`src/rtl/pop_timing_pkg.sv`:
```
// Shared mode codes, sequencer state encoding and default timing for the POP mode sequencer.
package pop_timing_pkg;

    localparam int DEBOUNCE_SAMPLES_DEFAULT = 8;
    localparam int GUARD_CYCLES_DEFAULT     = 16;

    typedef enum logic [1:0] {
        MODE_SETUP = 2'd0,
        MODE_POP   = 2'd1,
        MODE_DARK  = 2'd2,
        MODE_CAL   = 2'd3
    } mode_e;

    typedef enum logic {
        ST_RUN   = 1'b0,
        ST_GUARD = 1'b1
    } seq_state_e;

    typedef struct packed {
        logic led;
        logic pump;
        logic probe;
        logic mw;
        logic sample;
    } drive_t;

    localparam drive_t DRIVE_OFF = '0;

    // CAL wraps back to SETUP through the natural 2-bit overflow.
    function automatic mode_e next_mode(input mode_e m);
        return mode_e'(m + 2'd1);
    endfunction

endpackage

```
`src/rtl/pop_mode_sequencer_if.sv`:
```
// Button, POP timer channels and drive outputs of the mode sequencer as one bundle.
interface pop_mode_sequencer_if;

    logic       mode_button;
    logic       tick_100us;
    logic       slow_pulse;
    logic       fast_pulse;
    logic       cycle_start;
    logic       pump_in;
    logic       probe_in;
    logic       mw_in;
    logic       sample_in;
    logic       pop_enable;
    logic       led_out;
    logic       pump_out;
    logic       probe_out;
    logic       mw_out;
    logic       sample_out;
    logic [1:0] mode;

    modport master (
        output mode_button, tick_100us, slow_pulse, fast_pulse, cycle_start,
               pump_in, probe_in, mw_in, sample_in,
        input  pop_enable, led_out, pump_out, probe_out, mw_out, sample_out, mode
    );

    modport slave (
        input  mode_button, tick_100us, slow_pulse, fast_pulse, cycle_start,
               pump_in, probe_in, mw_in, sample_in,
        output pop_enable, led_out, pump_out, probe_out, mw_out, sample_out, mode
    );

endinterface

```
`src/rtl/button_debouncer.sv`:
```
// Synchronizes the raw mode button, debounces it on the sample tick and emits a
// one-clk strobe on each accepted released-to-pressed transition.
module button_debouncer
    import pop_timing_pkg::*;
#(
    parameter int DEBOUNCE_SAMPLES = DEBOUNCE_SAMPLES_DEFAULT
) (
    input  logic clk,
    input  logic reset_n,
    input  logic button_raw,
    input  logic sample_tick,
    output logic press
);

    localparam int CW = $clog2(DEBOUNCE_SAMPLES + 1);

    logic [1:0]    sync_q;
    logic          level_q;
    logic [CW-1:0] count_q;
    logic          press_q;

    // NOTE: sequential state uses non-blocking assignments so every flop samples pre-edge values.
    always_ff @(posedge clk or negedge reset_n) begin
        if (!reset_n) begin
            // Synchronizer and level start "released" so reset release alone never looks like a press.
            sync_q  <= 2'b11;
            level_q <= 1'b1;
            count_q <= '0;
            press_q <= 1'b0;
        end else begin
            sync_q  <= {sync_q[0], button_raw};
            press_q <= 1'b0;
            if (sample_tick) begin
                if (sync_q[1] == level_q) begin
                    count_q <= '0;
                end else if (count_q == CW'(DEBOUNCE_SAMPLES - 1)) begin
                    count_q <= '0;
                    level_q <= sync_q[1];
                    press_q <= ~sync_q[1];
                end else begin
                    count_q <= count_q + CW'(1);
                end
            end
        end
    end

    assign press = press_q;

endmodule

```
`src/rtl/pop_mode_sequencer.sv`:
```
// Steps SETUP -> POP -> DARK -> CAL on button presses, blanking all drives for a
// guard window between modes and never cutting a POP cycle short.
module pop_mode_sequencer
    import pop_timing_pkg::*;
#(
    parameter int DEBOUNCE_SAMPLES = DEBOUNCE_SAMPLES_DEFAULT,
    parameter int GUARD_CYCLES     = GUARD_CYCLES_DEFAULT
) (
    input logic                 clk,
    input logic                 reset_n,
    pop_mode_sequencer_if.slave bus
);

    localparam int GW = (GUARD_CYCLES > 1) ? $clog2(GUARD_CYCLES) : 1;

    seq_state_e    state_q, state_d;
    mode_e         mode_q, mode_d;
    logic          pending_q, pending_d;
    logic [GW-1:0] guard_q, guard_d;
    drive_t        drive_q, drive_d;
    logic          pop_en_q, pop_en_d;
    logic          press;
    logic          want_change;

    button_debouncer #(
        .DEBOUNCE_SAMPLES(DEBOUNCE_SAMPLES)
    ) u_debouncer (
        .clk        (clk),
        .reset_n    (reset_n),
        .button_raw (bus.mode_button),
        .sample_tick(bus.tick_100us),
        .press      (press)
    );

    // A press arriving together with cycle_start counts as already pending.
    assign want_change = pending_q | press;

    // NOTE: every signal gets its default first, so no path through this block can infer a latch.
    always_comb begin
        state_d   = state_q;
        mode_d    = mode_q;
        pending_d = pending_q;
        guard_d   = guard_q;
        unique case (state_q)
            ST_RUN: begin
                pending_d = want_change;
                if (want_change && (mode_q != MODE_POP || bus.cycle_start)) begin
                    state_d = ST_GUARD;
                    guard_d = '0;
                end
            end
            ST_GUARD: begin
                if (guard_q == GW'(GUARD_CYCLES - 1)) begin
                    state_d   = ST_RUN;
                    mode_d    = next_mode(mode_q);
                    pending_d = 1'b0;
                    guard_d   = '0;
                end else begin
                    guard_d = guard_q + GW'(1);
                end
            end
        endcase
    end

    always_comb begin
        drive_d  = DRIVE_OFF;
        pop_en_d = 1'b0;
        if (state_q == ST_RUN) begin
            unique case (mode_q)
                MODE_SETUP: drive_d = '{bus.slow_pulse, 1'b0, 1'b1, 1'b0, 1'b1};
                MODE_POP: begin
                    drive_d  = '{1'b1, bus.pump_in, bus.probe_in, bus.mw_in, bus.sample_in};
                    pop_en_d = 1'b1;
                end
                MODE_DARK:  drive_d = '{bus.fast_pulse, 1'b0, 1'b0, 1'b0, 1'b1};
                MODE_CAL:   drive_d = '{1'b0, 1'b1, 1'b0, 1'b0, 1'b0};
            endcase
        end
    end

    always_ff @(posedge clk or negedge reset_n) begin
        if (!reset_n) begin
            state_q   <= ST_RUN;
            mode_q    <= MODE_SETUP;
            pending_q <= 1'b0;
            guard_q   <= '0;
            drive_q   <= DRIVE_OFF;
            pop_en_q  <= 1'b0;
        end else begin
            state_q   <= state_d;
            mode_q    <= mode_d;
            pending_q <= pending_d;
            guard_q   <= guard_d;
            drive_q   <= drive_d;
            pop_en_q  <= pop_en_d;
        end
    end

    assign bus.led_out    = drive_q.led;
    assign bus.pump_out   = drive_q.pump;
    assign bus.probe_out  = drive_q.probe;
    assign bus.mw_out     = drive_q.mw;
    assign bus.sample_out = drive_q.sample;
    assign bus.pop_enable = pop_en_q;
    assign bus.mode       = mode_q;

endmodule

```
`src/flat_wrapper.sv`:
```
// flat-port wrapper written by rule: the top's interface ports become plain ports
module pop_mode_sequencer_flat import pop_timing_pkg::*;
#(
    parameter int DEBOUNCE_SAMPLES = DEBOUNCE_SAMPLES_DEFAULT,
    parameter int GUARD_CYCLES     = GUARD_CYCLES_DEFAULT
)
  (clk, reset_n, bus_mode_button, bus_tick_100us, bus_slow_pulse, bus_fast_pulse, bus_cycle_start, bus_pump_in, bus_probe_in, bus_mw_in, bus_sample_in, bus_pop_enable, bus_led_out, bus_pump_out, bus_probe_out, bus_mw_out, bus_sample_out, bus_mode);
  pop_mode_sequencer_if bus_i ();
  input logic clk;
  input logic reset_n;
  input wire logic [$bits(bus_i.mode_button)-1:0] bus_mode_button;
  input wire logic [$bits(bus_i.tick_100us)-1:0] bus_tick_100us;
  input wire logic [$bits(bus_i.slow_pulse)-1:0] bus_slow_pulse;
  input wire logic [$bits(bus_i.fast_pulse)-1:0] bus_fast_pulse;
  input wire logic [$bits(bus_i.cycle_start)-1:0] bus_cycle_start;
  input wire logic [$bits(bus_i.pump_in)-1:0] bus_pump_in;
  input wire logic [$bits(bus_i.probe_in)-1:0] bus_probe_in;
  input wire logic [$bits(bus_i.mw_in)-1:0] bus_mw_in;
  input wire logic [$bits(bus_i.sample_in)-1:0] bus_sample_in;
  output wire logic [$bits(bus_i.pop_enable)-1:0] bus_pop_enable;
  output wire logic [$bits(bus_i.led_out)-1:0] bus_led_out;
  output wire logic [$bits(bus_i.pump_out)-1:0] bus_pump_out;
  output wire logic [$bits(bus_i.probe_out)-1:0] bus_probe_out;
  output wire logic [$bits(bus_i.mw_out)-1:0] bus_mw_out;
  output wire logic [$bits(bus_i.sample_out)-1:0] bus_sample_out;
  output wire logic [$bits(bus_i.mode)-1:0] bus_mode;
  assign bus_i.mode_button = bus_mode_button;
  assign bus_i.tick_100us = bus_tick_100us;
  assign bus_i.slow_pulse = bus_slow_pulse;
  assign bus_i.fast_pulse = bus_fast_pulse;
  assign bus_i.cycle_start = bus_cycle_start;
  assign bus_i.pump_in = bus_pump_in;
  assign bus_i.probe_in = bus_probe_in;
  assign bus_i.mw_in = bus_mw_in;
  assign bus_i.sample_in = bus_sample_in;
  assign bus_pop_enable = bus_i.pop_enable;
  assign bus_led_out = bus_i.led_out;
  assign bus_pump_out = bus_i.pump_out;
  assign bus_probe_out = bus_i.probe_out;
  assign bus_mw_out = bus_i.mw_out;
  assign bus_sample_out = bus_i.sample_out;
  assign bus_mode = bus_i.mode;
  pop_mode_sequencer #(.DEBOUNCE_SAMPLES(DEBOUNCE_SAMPLES), .GUARD_CYCLES(GUARD_CYCLES)) u_core (.clk(clk), .reset_n(reset_n), .bus(bus_i));
endmodule
```
`config.mk`:
```
export PLATFORM = sky130hd
export DESIGN_NAME = pop_mode_sequencer_flat
export DESIGN_NICKNAME = d
export VERILOG_FILES = /design/src/rtl/pop_timing_pkg.sv /design/src/rtl/pop_mode_sequencer_if.sv /design/src/rtl/button_debouncer.sv /design/src/rtl/pop_mode_sequencer.sv /design/src/flat_wrapper.sv
export SDC_FILE = /design/constraint.sdc
export NUM_CORES = 1
export LEC_CHECK = 0
export CAP_MARGIN = 20
export CORE_MARGIN = 2
export CORE_UTILIZATION = 49
export DETAILED_ROUTE_END_ITERATION = 10
export PLACE_DENSITY = 0.82
export SLEW_MARGIN = 20
export SYNTH_ARGS = -nofsm -noshare
export SYNTH_HDL_FRONTEND = slang
export SYNTH_SLANG_ARGS = --single-unit
```
`constraint.sdc`:
```
create_clock -name clk -period 1.65 [get_ports clk]
set_input_delay 0.495 -clock clk [delete_from_list [all_inputs] [get_ports clk]]
set_output_delay 0.495 -clock clk [all_outputs]
set_load 0.05 [all_outputs]
```
==> results.toml <==
[run_status]
outcome = "complete, no violations"

[sta]
fin_crit_ps = 1530
finalWorstSetupSlack_ps = 115
max_slew_margin_pct = 69.9
finalCritPeriodShare_pct = 93.0
rsz0062_at_grt = "no"
slew_violations = 0
hold_violations = 0
finalClockSkew_ps = 5.25
fmax_ghz = 0.652
setup_viol_count_final = 0
worst_slew_pin_slew_ps = 449
tns_ps = 0

[clock_tree]
cts_resized = 0
cts.sinks = 22
cts-root-buf = "clkbuf_4"
cts_hold_buf = 0
cts_buffers = 3
clkTransAtPathRegs_ps = 120
cts_tree = "yes"
post-cts-setup-buffers = 0
htree_levels = 1
cts_buffer_depth = 2
clock_latency_ps = 310

[worst_hold_path]
min_from = "u_core.u_debouncer.sync_q[0]"
whs_endpoint = "u_core.u_debouncer.sync_q[1]"
hold_depth = 0
hold_path.class = "flop to flop"

[critical_path]
path_cells = "buf_4, buf_12"
cp.arrival_ps = 1040
slowest_delay_ps = 410
crit_type = "flop to output pin"
worstSetupStartpointType = "flop"
reg2reg_setup_slack_ps = 210
cp_data_required_time_ps = 1150
r2r_end = "u_core.u_debouncer.count_q[0]"
path_buf_inv = 2
cp_slowest_cell = "dfrtp_1"
worst-path-max-fanout = 5
r2r_cells = 5
crit_path_end_kind = "output pin"
critPathTopFamily = "flip-flops"
r2r-start = "u_core.u_debouncer.count_q[0]"

[die]
start_util_pct = 50.7
fp.dieW_um = 48.6
coreArea_um2 = 1920
num_rows = 16
die_area_um2 = 2360
ios = 19
fp.dieH_um = 48.6

[power_and_ir_drop]
ir_drop_mv = 0.594
leakagePower_nw = 0.599
powerDensity_nw_per_um2 = 959

[finish]
instances_no_fill = 143
nNetsFinal = 134
fillers = 153
drive_above_1_share_pct = 19.8
seq_area_um2 = 554
layout_common_cells = "dfrtp_1, o21ai_0, clkdlybuf4s50_1"
multi_input_area_um2 = 388
areaGrowthSynthToFinish_pct = 38.6
final_common_cell = "dfrtp_1"
diodes = 0

[route]
drtAntennaViolNets = 0
drc = 0
vias_per_cell = 5.27
drt_pre_antenna_iters = 4
vias = 753
wl_per_cell_um = 13.5
routed_wl_um = 1940
drt_iter0_markers = 10

[synthesis]
syn_area_um2 = 973
synth.ff_latch_count = 22
synthesis.nets = 108
ys_types = 27
synth_cells = 91
synth_seq_area_share_pct = 56.9
ys_warn_count = 0
postSynthAreaPerCell_um2 = 10.7

[placement]
dp_cells = 139
gp_congestion = 0.780
dp_slack_ps = -13.0
io_buffers = 18
place_hpwl_um = 1440

[global_routing]
overflow = 0
grt_max_degree = 23
antenna_found_initial = 0
grt_pass1_wl_um = 3460
first_global_vias = 792
grt_usage_pct = 19.7

[run]
maxCapViolations = 0
==> per-layer routing <==
layer | part of all wire, % | wire, um | vias up | GRT usage (%)
li1 | - | - | 359 | -
met1 | 41 | 800 | 371 | 23.3
met2 | 53 | 1020 | 17 | 33.1
met3 | 2.7 | 53 | 6 | 3.09
met4 | 3.3 | 63 | 0 | 13.3
met5 | 0 | 0 | - | 0
==> registers in the layout, indices dropped and copies added (netlist names), 2 cells and up <==
register	count
u_core.u_debouncer.count_q	4
u_core.guard_q	4
u_core.u_debouncer.sync_q	2
u_core.bus.mode	2
==> synthesized netlist by cell type, drive strengths merged <==
master,count,share of area [%]
clkbuf,2,0.90
or2,1,0.64
ha,6,7.7
nand3b,2,1.5
nand2,9,3.5
dfstp,3,8.1
and2b,1,0.77
nor3,1,0.51
nor2,4,1.5
o31ai,1,0.77
dfrtp,19,49
and2,2,1.3
nor3b,1,0.77
and3,1,0.64
nand4,2,1.3
inv,6,2.3
or4b,1,1.0
nand2b,1,0.64
mux2,2,2.3
a22o,1,0.90
nor2b,2,1.3
o21ai,10,5.1
xnor2,2,1.8
a21oi,8,4.1
nand3,2,1.0
o22ai,1,0.64
==> per-stage QoR <==
stage | total power, mW | utilization (%) | instance area [um^2] | hold WS, ps
5_1_grt | 1.36 | 70.2 | 1350 | 375
6_report | 1.29 | 70.2 | 1350 | 364
2_1_floorplan | 0.783 | - | 973 | 199
3_5_place_dp | 0.887 | 67.4 | 1300 | 347
3_3_place_gp | 0.866 | 67.4 | 1300 | 346
4_1_cts | 1.30 | 70.2 | 1350 | 365
==> how the worst max path moves through the flow <==
stage / startpoint / to / cells past startpoint
after floorplan: u_core.bus.mode[0] / u_core.state_q / 4
after global routing: u_core.bus.mode[0] / bus_mode[0] / 2
after detailed placement: bus_cycle_start / u_core.guard_q[2] / 6
after CTS: u_core.bus.mode[0] / bus_mode[0] / 2
after global placement: bus_cycle_start / u_core.guard_q[2] / 6
final: u_core.bus.mode[0] / bus_mode[0] / 2
==> final cells by class <==
| type | instances | share of cell area, % |
|---|---|---|
| tap | 27 | 2.50 |
| timing repair buffer | 23 | 22.1 |
| sequential | 22 | 41.1 |
| inverter | 6 | 1.67 |
| clock buffer | 3 | 1.67 |
| multi-input combinational | 61 | 28.8 |
| clock inverter | 1 | 2.23 |
==> logic make-up (layout without fill, tap and decap cells) <==
logic type | count (synthesis) | after routing | share of synthesized area [%]
xor+xnor | 2 | 2 | 1.80
flops | 22 | 22 | 56.9
fa+ha+maj | 6 | 6 | 7.71
simple gates | 30 | 30 | 16.5
mux | 2 | 2 | 2.31
compound gates | 21 | 21 | 11.6
buf+inv | 8 | 33 | 3.21
==> where the power goes <==
group	switching (mW)	internal, mW
Clock	0.169	0.246
Combinational	0.109	0.107
Sequential	0.0595	0.603
Note: power is estimated with default switching activity, not from simulation.
